## src/rtl/exe_muldiv_unit.sv

```systemverilog
// Iterative 32-cycle multiply / signed divide unit for the EXE stage, stalling the pipeline while busy.
// Define MULDIV_REM_EN to also accept REM_CMD (signed remainder, sign follows the dividend).
module exe_muldiv_unit #(
    parameter logic [3:0] MUL_CMD = 4'd11,
    parameter logic [3:0] DIV_CMD = 4'd12,
    parameter logic [3:0] REM_CMD = 4'd13,
    parameter int         ITER    = 32
) (
    input  logic        clk,
    input  logic        rst,
    input  logic        start,
    input  logic [3:0]  EXE_CMD,
    input  logic [31:0] val1,
    input  logic [31:0] val2,
    input  logic [4:0]  destIn,
    input  logic        WB_EN_IN,
    output logic        stall,
    output logic        done,
    output logic [31:0] result,
    output logic [4:0]  dest,
    output logic        WB_EN
);
    localparam int CW = $clog2(ITER);
    localparam logic [CW-1:0] LAST = CW'(ITER - 1);

    typedef enum logic [1:0] {IDLE = 2'd0, CALC = 2'd1, DONE = 2'd2} state_e;

    state_e         state_q, state_d;
    logic [CW-1:0]  cnt_q, cnt_d;
    logic [31:0]    a_q, a_d, b_q, b_d, acc_q, acc_d;
    logic           is_mul_q, is_mul_d, neg_quo_q, neg_quo_d, div_zero_q, div_zero_d;
    logic [4:0]     dest_hold_q, dest_hold_d, dest_q, dest_d;
    logic           wb_hold_q, wb_hold_d, wb_en_q, wb_en_d, done_q, done_d;
    logic [31:0]    result_q, result_d;
    logic           is_md_s, is_rem_cmd_s, div_ge_s;
    logic [32:0]    rem_sh_s;
    logic [31:0]    mul_acc_s, div_rem_s, div_quo_s, quo_fix_s, final_s, mag1_s, mag2_s;
`ifdef MULDIV_REM_EN
    logic           is_rem_q, is_rem_d, neg_rem_q, neg_rem_d;
    logic [31:0]    rem_fix_s;
`endif

    assign is_rem_cmd_s = (EXE_CMD == REM_CMD);
`ifdef MULDIV_REM_EN
    assign is_md_s = (EXE_CMD == MUL_CMD) || (EXE_CMD == DIV_CMD) || is_rem_cmd_s;
`else
    assign is_md_s = ((EXE_CMD == MUL_CMD) || (EXE_CMD == DIV_CMD)) && !is_rem_cmd_s;
`endif

    assign stall  = !rst && (((state_q == IDLE) && start && is_md_s) || (state_q == CALC));
    assign done   = done_q;
    assign result = result_q;
    assign dest   = dest_q;
    assign WB_EN  = wb_en_q;

    // One shift-add step and one restoring-division step, plus sign fix-up of the final values
    always_comb begin
        mag1_s    = val1[31] ? (32'd0 - val1) : val1;
        mag2_s    = val2[31] ? (32'd0 - val2) : val2;
        mul_acc_s = acc_q + (b_q[0] ? a_q : 32'd0);
        rem_sh_s  = {acc_q, b_q[31]};
        div_ge_s  = (rem_sh_s >= {1'b0, a_q});
        div_rem_s = div_ge_s ? (rem_sh_s[31:0] - a_q) : rem_sh_s[31:0];
        div_quo_s = {b_q[30:0], div_ge_s};
        quo_fix_s = div_zero_q ? 32'hFFFF_FFFF : (neg_quo_q ? (32'd0 - div_quo_s) : div_quo_s);
`ifdef MULDIV_REM_EN
        rem_fix_s = neg_rem_q ? (32'd0 - div_rem_s) : div_rem_s;
        if (is_mul_q) begin
            final_s = mul_acc_s;
        end else if (is_rem_q) begin
            final_s = rem_fix_s;
        end else begin
            final_s = quo_fix_s;
        end
`else
        if (is_mul_q) begin
            final_s = mul_acc_s;
        end else begin
            final_s = quo_fix_s;
        end
`endif
    end

    // Next-state and datapath update
    always_comb begin
        state_d     = state_q;
        cnt_d       = cnt_q;
        a_d         = a_q;
        b_d         = b_q;
        acc_d       = acc_q;
        is_mul_d    = is_mul_q;
        neg_quo_d   = neg_quo_q;
        div_zero_d  = div_zero_q;
        dest_hold_d = dest_hold_q;
        wb_hold_d   = wb_hold_q;
        result_d    = result_q;
        dest_d      = dest_q;
        wb_en_d     = wb_en_q;
        done_d      = 1'b0;
`ifdef MULDIV_REM_EN
        is_rem_d    = is_rem_q;
        neg_rem_d   = neg_rem_q;
`endif
        case (state_q)
            IDLE: begin
                if (start && is_md_s) begin
                    is_mul_d    = (EXE_CMD == MUL_CMD);
                    a_d         = (EXE_CMD == MUL_CMD) ? val1 : mag2_s;
                    b_d         = (EXE_CMD == MUL_CMD) ? val2 : mag1_s;
                    acc_d       = 32'd0;
                    neg_quo_d   = val1[31] ^ val2[31];
                    div_zero_d  = (val2 == 32'd0);
                    dest_hold_d = destIn;
                    wb_hold_d   = WB_EN_IN;
                    cnt_d       = '0;
                    state_d     = CALC;
`ifdef MULDIV_REM_EN
                    is_rem_d    = is_rem_cmd_s;
                    neg_rem_d   = val1[31];
`endif
                end else begin
                    state_d = IDLE;
                end
            end
            CALC: begin
                cnt_d = cnt_q + CW'(1);
                if (is_mul_q) begin
                    acc_d = mul_acc_s;
                    a_d   = {a_q[30:0], 1'b0};
                    b_d   = {1'b0, b_q[31:1]};
                end else begin
                    acc_d = div_rem_s;
                    b_d   = div_quo_s;
                end
                if (cnt_q == LAST) begin
                    state_d  = DONE;
                    done_d   = 1'b1;
                    result_d = final_s;
                    dest_d   = dest_hold_q;
                    wb_en_d  = wb_hold_q;
                end else begin
                    state_d = CALC;
                end
            end
            DONE:    state_d = IDLE;
            default: state_d = IDLE;
        endcase
    end

    // State and output registers with synchronous reset
    always_ff @(posedge clk) begin
        if (rst) begin
            state_q     <= IDLE;
            cnt_q       <= '0;
            a_q         <= 32'd0;
            b_q         <= 32'd0;
            acc_q       <= 32'd0;
            is_mul_q    <= 1'b0;
            neg_quo_q   <= 1'b0;
            div_zero_q  <= 1'b0;
            dest_hold_q <= 5'd0;
            wb_hold_q   <= 1'b0;
            result_q    <= 32'd0;
            dest_q      <= 5'd0;
            wb_en_q     <= 1'b0;
            done_q      <= 1'b0;
`ifdef MULDIV_REM_EN
            is_rem_q    <= 1'b0;
            neg_rem_q   <= 1'b0;
`endif
        end else begin
            state_q     <= state_d;
            cnt_q       <= cnt_d;
            a_q         <= a_d;
            b_q         <= b_d;
            acc_q       <= acc_d;
            is_mul_q    <= is_mul_d;
            neg_quo_q   <= neg_quo_d;
            div_zero_q  <= div_zero_d;
            dest_hold_q <= dest_hold_d;
            wb_hold_q   <= wb_hold_d;
            result_q    <= result_d;
            dest_q      <= dest_d;
            wb_en_q     <= wb_en_d;
            done_q      <= done_d;
`ifdef MULDIV_REM_EN
            is_rem_q    <= is_rem_d;
            neg_rem_q   <= neg_rem_d;
`endif
        end
    end
endmodule

```

## config.mk

```make
export PLATFORM = sky130hd
export DESIGN_NAME = exe_muldiv_unit
export DESIGN_NICKNAME = d
export VERILOG_FILES = /design/src/rtl/exe_muldiv_unit.sv
export SDC_FILE = /design/constraint.sdc
export NUM_CORES = 1
export LEC_CHECK = 0
export BUFFER_PORTS_ARGS = -buffer_cell sky130_fd_sc_hd__buf_2
export CAP_MARGIN = 20
export CORE_MARGIN = 5
export CORE_UTILIZATION = 35
export CTS_CLUSTER_DIAMETER = 100
export DETAILED_ROUTE_END_ITERATION = 7
export PLACE_DENSITY = 0.6
export SETUP_SLACK_MARGIN = 0.3
export SKIP_CTS_REPAIR_TIMING = 1
export SLEW_MARGIN = 20
export SYNTH_ARGS = -nofsm -noshare
export SYNTH_HDL_FRONTEND = slang
export SYNTH_SLANG_ARGS = --single-unit
```

## constraint.sdc

```tcl
create_clock -name clk -period 3.7 [get_ports clk]
set_input_delay 0.185 -clock clk [delete_from_list [all_inputs] [get_ports clk]]
set_output_delay 0.185 -clock clk [all_outputs]
set_load 0.005 [all_outputs]
```

# [Yosys cells after proc, flatten, opt, wreduce, memory -nomap -nowiden]
# Index checks and enable logic that the tools add are counted.
[word_totals] register_bits=151 in_bits=77
[classes] addsub=6 magnitude_cmp=1 eq_ne=7 muxes=24 bitwise_logic=2 n_reduce_logical=17
[ops] operator="2-to-1 mux 32 bit" count=15
[ops] operator="case mux 32 bit (2 select lines)" count=3
[ops] operator="subtractor 1 x 32 -> 32 bit, first input constant" count=3
[ops] operator=">= comparator 33 x 32 -> 1 bit" count=1
[ops] operator="adder 32 bit" count=1
[ops] operator="zero test 32 bit" count=1
[ops] operator="subtractor 32 bit" count=1
[ops] operator="equality test 4 bit, second input constant" count=3
[ops] operator="case mux 5 bit (2 select lines)" count=1
[ops] operator="AND reduction 2 bit" count=3
[ops] operator="adder 5 x 1 -> 5 bit, second input constant" count=1
[ops] operator="equality test 5 bit, second input constant" count=1
[ops] operator="logical AND 1 bit" count=5
[ops] operator="2-to-1 mux 5 bit" count=1
[ops] operator="case mux 2 bit (2 select lines)" count=1
[ops] operator="AND reduction 3 bit" count=1
[ops] operator="equality test 2 x 1 -> 1 bit, second input constant" count=1
[ops] operator="zero test 1 bit" count=2
[ops] operator="zero test 2 bit" count=1
[ops] operator="logical OR 1 bit" count=2
[ops] operator="2-to-1 mux 1 bit" count=2
[ops] operator="2-to-1 mux 2 bit" count=1
[ops] operator="!= test 2 x 1 -> 1 bit, second input constant" count=1
[ops] operator="!= test 2 bit, second input constant" count=1
[ops] operator="4 further kinds" count=4

# [Longest topological paths before layout]
# Gate-level depths: netlist of run 1.
[logic_depth] ltp_word=6 ltp_mapped=21

# [Worst setup path after synthesis of run 1]
# Ideal clock, no wire load.
[synth_path] kind="reg2reg" startpoint="reg a_q[7]" endpoint="reg result_q[28], in the netlist result[28]" setup_ps=117 t_arrival_ps=3734 slack_ps=-151 stages_incl_launch_ff=22 synth_period_minus_slack_ps=3851 path_cell_list="dfxtp_1 > inv_1 > ha_1 > clkbuf_1 > a21oi_1 > a21boi_0 > a311oi_1 > a21oi_1 > o21a_1 > o21a_1 > clkbuf_8 > inv_2 > buf_2 > ha_1 > nand2b_1 > nand2b_1 > o21ai_2 > nand2_1 > a21oi_1 > xor2_1 > a21oi_1 > a22o_1"
[synth_via] elab_chain_cells=5 word_cells_on_any_way=7
[synth_lines] item="from (decl)" line_no="30" source="logic [31:0] a_q, a_d, b_q, b_d, acc_q, acc_d;"
[synth_lines] item="from (signal assigned)" line_no="155" source="a_q <= 32'd0;"
[synth_lines] item="from (signal assigned)" line_no="174" source="a_q <= a_d;"
[synth_lines] item=">= comparator 33 x 32 -> 1 bit" line_no="62" source="div_ge_s = (rem_sh_s >= {1'b0, a_q});"
[synth_lines] item="subtractor 1 x 32 -> 32 bit" line_no="65" source="quo_fix_s = div_zero_q ? 32'hFFFF_FFFF : (neg_quo_q ? (32'd0 - div_quo_s) : div_quo_s);"
[synth_lines] item="2-to-1 mux 32 bit (2 in series)" line_no="65"
[synth_lines] item="2-to-1 mux 32 bit (*)" line_no="76" source="if (is_mul_q) begin"
[synth_lines] item="to (signal assigned)" line_no="182" source="result_q <= result_d;"
[synth_lines] item="to (decl)" line_no="34" source="logic [31:0] result_q, result_d;"
# Mark *: on every way between the ends. The rest lies on a longest branch, timed or not.
# A chain may end at the register's enable or synchronous reset.

# [Final worst setup path of run 1]
[layout_path] startpoint="reg acc_q[0]" endpoint="reg result_q[18], in the netlist result[18]"
[layout_via] elab_chain_cells=5 word_cells_on_any_way=6
[layout_lines] item="from (decl)" line_no="30"
[layout_lines] item="from (signal assigned)" line_no="157" source="acc_q <= 32'd0;"
[layout_lines] item="from (signal assigned)" line_no="176" source="acc_q <= acc_d;"
[layout_lines] item=">= comparator 33 x 32 -> 1 bit" line_no="62"
[layout_lines] item="subtractor 1 x 32 -> 32 bit" line_no="65"
[layout_lines] item="2-to-1 mux 32 bit (2 in series)" line_no="65"
[layout_lines] item="2-to-1 mux 32 bit (*)" line_no="76"
# Marks and branches as above.

==> impl_metrics.env, run 1 <==
export IMPL_status="finished, violations left"
export IMPL_failed_checks="hold timing"
export IMPL_fmax_mhz=284
export IMPL_drv_cap=0
export IMPL_die_h_um=201
export IMPL_area_delta_synth_final_pct=20.8
export IMPL_cp_required_ps=4000
export IMPL_fin_tns_setup_ps=0
export IMPL_io_pins=117
export IMPL_drive_gt1_share_pct=20.1
export IMPL_coreArea_um2=36300
export IMPL_viasPerCell=5.99
export IMPL_placed_cell_area_um2=14200
export IMPL_cts_tree="yes"
export IMPL_dieArea_um2=40600
export IMPL_post_route_min_period_ps=3520
export IMPL_cts_num_sinks=151
export IMPL_period_share_pct=95.2
export IMPL_layout_common_cells="nand2_1 (165), a211oi_1 (150), dfxtp_1 (144)"
export IMPL_dr_pass1_iters=5
export IMPL_power_leakage_nw=5.96
export IMPL_wl_um=48900
export IMPL_crit_fanout=5
export IMPL_area_sequential_um2=3040
export IMPL_synth_cell_types=78
export IMPL_synth_seq_cells=151
export IMPL_final_cell_area_um2=15500
export IMPL_synth_edf_count=0
export IMPL_syn_area_per_cell_um2=7.55
export IMPL_cp_end_kind="flop"
export IMPL_ir_drop_v=0.000386
export IMPL_grt_pass1_vias=12600
export IMPL_initial_core_util_pct=35.3
export IMPL_portBuffers=116
export IMPL_die_w_um=201
export IMPL_row_count=70
export IMPL_ant_nets=0
export IMPL_cts_root_buf="clkbuf_16"
export IMPL_netlist_top_cells_area="dfxtp_1 (24%), a211oi_1 (9.1%), ha_1 (6.6%), xor2_1 (5.5%), a21oi_1 (5.0%)"
export IMPL_ys_async_sr_fraction_pct=0
export IMPL_worstHoldPathType="in2reg"
export IMPL_slew_viol_final=0
export IMPL_synthFlopType="dfxtp_1"
export IMPL_nNetsFinal=1949
export IMPL_globalplace_congestion=0.998
export IMPL_grt_util_all_layers_pct=22.9
export IMPL_synth_top_cell_by_area="dfxtp_1"
export IMPL_worstPathArrival_ps=3820
export IMPL_yosysSeqAreaShare_pct=23.6
export IMPL_path_cells="ha_4 > nor2b_4 > o31a_1 > o2111ai_4 > a21oi_4 > o21a_1 > o21a_2 > clkinv_4 > ha_4 > nand2b_4 > nand2b_4 > o21ai_4 > buf_6 > nand2_4 > xor2_2 > o211ai_1 > a21oi_1"
export IMPL_slew_headroom_pct=34.9
export IMPL_critPathKind="reg2reg"
export IMPL_finalHoldViolations=1
export IMPL_clk_path_buf_depth=2
export IMPL_h_tree_depth=4
export IMPL_fill_cells=3651
export IMPL_overflow=0
export IMPL_synth_top_area_share_pct=23.6
export IMPL_setup_viol=0
export IMPL_synth_area_um2=12800
export IMPL_synth_cells=1697
export IMPL_slowest_stage="dfxtp_4"
export IMPL_wl_per_cell_um=21.4
export IMPL_worst_hold_slack_ps=-19.0
export IMPL_grt_pass1_wl_um=74800
export IMPL_grt_setup_unrepaired="true"
export IMPL_post_route_util_pct=42.6
export IMPL_cts_buffers=17
export IMPL_num_vias=13700
export IMPL_dp_hpwl_um=36900
export IMPL_multiInputGateArea_um2=9750
export IMPL_clkTransAtPathRegs_ps=70
export IMPL_power_density_nw_per_um2=377
export IMPL_synthesis_nets=1844
export IMPL_grt_max_degree=99
export IMPL_cp_start_kind="flop"
export IMPL_fin_worst_skew_ps=13.5
export IMPL_tightest_slew_ps=976
export IMPL_ys_warn_count=0
export IMPL_drtIter0Drc=1230
export IMPL_antenna_found_initial=2
export IMPL_drc_errors=0
export IMPL_num_antenna_cells=0
export IMPL_final_common_cell="nand2_1"
export IMPL_slowest_delay_ps=370
export IMPL_clk_latency_ps=440
==> metal layers <==
layer | GRT usage, % | routed length [um] | vias up
met5 | 0 | 23 | -
met4 | 5.35 | 1100 | 4
met3 | 3.59 | 3670 | 73
met2 | 35.0 | 21300 | 565
met1 | 33.8 | 22800 | 6464
li1 | - | - | 6562
==> through the flow <==
stage	hold WS [ps]	cells	setup slack (ps)	power, mW
finish	-19.0	2283	178	5.84
global route	6.35	2283	66.6	6.10
CTS	-37.1	2267	-163	5.59
detailed placement	434	2235	-130	3.85
global placement	426	2235	-138	3.84
floorplan	321	1697	301	3.28
==> synth_stat cells (34+ instances only) <==
master    count
a211oi_1    155
a21oi_1     127
clkbuf_1    101
dfxtp_1     151
ha_1         68
inv_1        61
mux2i_1      42
nand2_1     169
nand3_1      39
nor2_1      143
nor3_1       34
o211ai_1     38
o21ai_0      91
xnor2_1      41
xor2_1       81
==> critical path: cells and delay by family, from the launching register on <==
| kind | cells | cell delay, ps |
|---|---|---|
| XOR/XNOR | 1 | 180 |
| adder cells (fa/ha/maj) | 2 | 380 |
| AO/OA/AOI/OAI | 8 | 1870 |
| flip-flops | 1 | 370 |
| AND/OR/NAND/NOR | 4 | 380 |
| buffers and inverters | 2 | 200 |
==> path summary, 6_finish.rpt <==
kind	from	endpoint	slack, ps	cells after the start
max	acc_q[0]$_SDFFE_PP0P_	result[18]$_SDFFE_PP0P_	180	17
max reg2reg	acc_q[0]$_SDFFE_PP0P_	result[18]$_SDFFE_PP0P_	180	17
min reg2reg	result[18]$_SDFFE_PP0P_	result[18]$_SDFFE_PP0P_	450	2
min	destIn[1]	dest_hold_q[1]$_SDFFE_PP0P_	-20	3
==> cells by family after synthesis <==
| group | Yosys count | share of synthesized area [%] |
|---|---|---|
| compound gates | 614 | 33.1 |
| simple gates | 511 | 18.6 |
| buf+inv | 181 | 5.68 |
| flops | 151 | 23.6 |
| xor+xnor | 122 | 8.34 |
| fa+ha+maj | 70 | 6.95 |
| mux | 48 | 3.81 |
==> sequential cells by signal (all words and copies together), names as in the netlist <==
register / cells
WB_EN: 1
a_q: 32
acc_q: 32
b_q: 32
cnt_q: 5
dest: 5
dest_hold_q: 5
div_zero_q: 1
done: 1
is_mul_q: 1
neg_quo_q: 1
result: 32
state_q: 2
wb_hold_q: 1
==> where the power goes <==
group          switching [mW]  leakage, nW  internal (mW)  total (mW)
registers              0.0856         1.23           1.68        1.76
logic                    1.41         4.45          0.918        2.33
clock network           0.839        0.278          0.911        1.75
total                    2.33         5.96           3.51        5.84
==> layout make-up <==
class                   instances  share of cell area [%]
flip-flops and latches        151                    19.6
repair buffers                205                    8.42
clock buffers                  18                    2.84
clock inverters                14                   0.832
inverters                      62                    1.57
well taps                     468                    3.78
multi-input cells            1365                    63.0
No activity file was read; power rests on OpenSTA's default activity.
==> run 2: changes to the inputs <==
--- a/config.mk
+++ b/config.mk
@@ -11,7 +11,7 @@
 export CORE_UTILIZATION = 35
 export CTS_CLUSTER_DIAMETER = 100
 export DETAILED_ROUTE_END_ITERATION = 7
-export PLACE_DENSITY = 0.6
+export PLACE_DENSITY = 0.58
 export SETUP_SLACK_MARGIN = 0.3
 export SKIP_CTS_REPAIR_TIMING = 1
 export SLEW_MARGIN = 20
==> impl_metrics.env, run 2 (synthesized netlist as in run 1, its figures left out) <==
export IMPL_die_w_um=201
export IMPL_period_share_pct=93.1
export IMPL_dr_pass1_iters=7
export IMPL_row_count=70
export IMPL_r2r_start="a_q[1]$_SDFFE_PP0P_"
export IMPL_fill_cells=3630
export IMPL_crit_fanout=26
export IMPL_wl_per_cell_um=21.9
export IMPL_fin_worst_skew_ps=15.0
export IMPL_cp_required_ps=4020
export IMPL_crit_buf_inv=2
export IMPL_die_h_um=201
export IMPL_worstSetupStartpoint="a_q[1]$_SDFFE_PP0P_"
export IMPL_h_tree_depth=4
export IMPL_post_route_min_period_ps=3450
export IMPL_portBuffers=116
export IMPL_drc_errors=0
export IMPL_drv_cap=0
export IMPL_final_common_cell="nand2_1"
export IMPL_cts_num_sinks=151
export IMPL_tightest_slew_ps=1100
export IMPL_slowest_delay_ps=500
export IMPL_dieArea_um2=40600
export IMPL_cts_buffers=17
export IMPL_grt_setup_unrepaired="true"
export IMPL_antenna_found_initial=1
export IMPL_slew_viol_final=0
export IMPL_grt_util_all_layers_pct=23.4
export IMPL_grt_pass1_vias=12800
export IMPL_overflow=0
export IMPL_grt_pass1_wl_um=75900
export IMPL_setup_viol=0
export IMPL_failed_checks="hold timing"
export IMPL_globalplace_congestion=1.01
export IMPL_instances_no_fill=2292
export IMPL_post_route_util_pct=42.7
export IMPL_grt_max_degree=70
export IMPL_nNetsFinal=1958
export IMPL_finalHoldViolations=2
export IMPL_ir_drop_v=0.000254
export IMPL_worstPathArrival_ps=3760
export IMPL_hold_start="destIn[4]"
export IMPL_fin_tns_setup_ps=0
export IMPL_fmax_mhz=290
export IMPL_rrSetupSlack_ps=250
export IMPL_io_pins=117
export IMPL_wl_um=50100
export IMPL_clk_latency_ps=450
export IMPL_dp_hpwl_um=37900
export IMPL_initial_core_util_pct=35.3
export IMPL_ant_nets=0
export IMPL_worst_hold_slack_ps=-31.4
export IMPL_area_delta_synth_final_pct=21.0
export IMPL_num_antenna_cells=0
export IMPL_cp_end_kind="flop"
export IMPL_placed_cells=2243
export IMPL_clkTransAtPathRegs_ps=80
export IMPL_critPathKind="reg2reg"
export IMPL_num_vias=13900
export IMPL_crit_path_frequent_cell="o21a_1"
export IMPL_cts_tree="yes"
export IMPL_worstHoldPathType="in2reg"
export IMPL_path_cells="inv_4 > ha_4 > nor2b_4 > o31a_1 > o2111ai_4 > a21oi_4 > o21a_1 > o21a_1 > buf_4 > o41ai_1 > xor2_1 > o21ai_0"
export IMPL_layout_common_cells="nand2_1 (168), a211oi_1 (150), dfxtp_1 (141)"
export IMPL_status="finished, violations left"
export IMPL_power_density_nw_per_um2=381
export IMPL_slowest_stage="xor2_1"
export IMPL_finalPower_mw=5.91
export IMPL_cts_root_buf="clkbuf_16"
export IMPL_slew_headroom_pct=26.0
export IMPL_cp_start_kind="flop"
export IMPL_coreArea_um2=36300
export IMPL_viasPerCell=6.05
export IMPL_drive_gt1_share_pct=20.1
export IMPL_cp_top_family="compound AO/OA/AOI/OAI gates"
export IMPL_power_leakage_nw=6.00
export IMPL_drtIter0Drc=1335
export IMPL_clk_path_buf_depth=2
==> run 2: cell types whose count changed in the layout (fill, tap and decap cells not counted), sizes merged <==
cell	previous run	this run
buf	200	210
clkbuf	18	17
clkinv	2	9
clkinvlp	2	1
dlygate4sd3	5	4
inv	72	67
==> run 2: tightest hold or removal path, delay by kind of cell <==
kind | cells | cell delay (ps)
and+or+nand+nor | 1 | 50
buffers and inverters | 1 | 100
AOI/OAI and AO/OA | 1 | 50
==> run 2: worst paths after layout <==
check	endpoint	depth (start not counted)
worst max-delay path	result[19]$_SDFFE_PP0P_	12
worst min-delay path	dest_hold_q[4]$_SDFFE_PP0P_	3
worst max register to register	result[19]$_SDFFE_PP0P_	12
worst min register to register	result[20]$_SDFFE_PP0P_	2
==> run 2: stage by stage <==
step                instance area, um2  setup WS [ps]
floorplan                        12900            301
global placement                 14300          -9.71
detailed placement               14300          -37.5
CTS                              14900          -66.9
global route                     15500            205
finish                           15500            255
==> run 2: report_power, final <==
group / total, mW / internal (mW) / switching, mW
clock: 1.85 / 0.930 / 0.917
combinational: 2.30 / 0.899 / 1.41
sequential: 1.76 / 1.68 / 0.0809
total: 5.91 / 3.51 / 2.40
==> run 2: cell type report <==
class	instances	area, um2	area share, %
timing repair buffer	214	1370	8.83
multi-input combinational	1365	9640	62.2
clock buffer	17	425	2.74
clock inverter	15	201	1.30
tap	468	586	3.78
inverter	62	244	1.57
sequential	151	3040	19.6
==> run 2: layer usage <==
metal  share of wire, %  GRT usage [%]  vias up
met5                  0              0        -
met2                 43           36.0      637
met3                8.0           3.11       86
li1                   -              -     6564
met4                2.9           6.93        0
met1                 46           34.1     6586
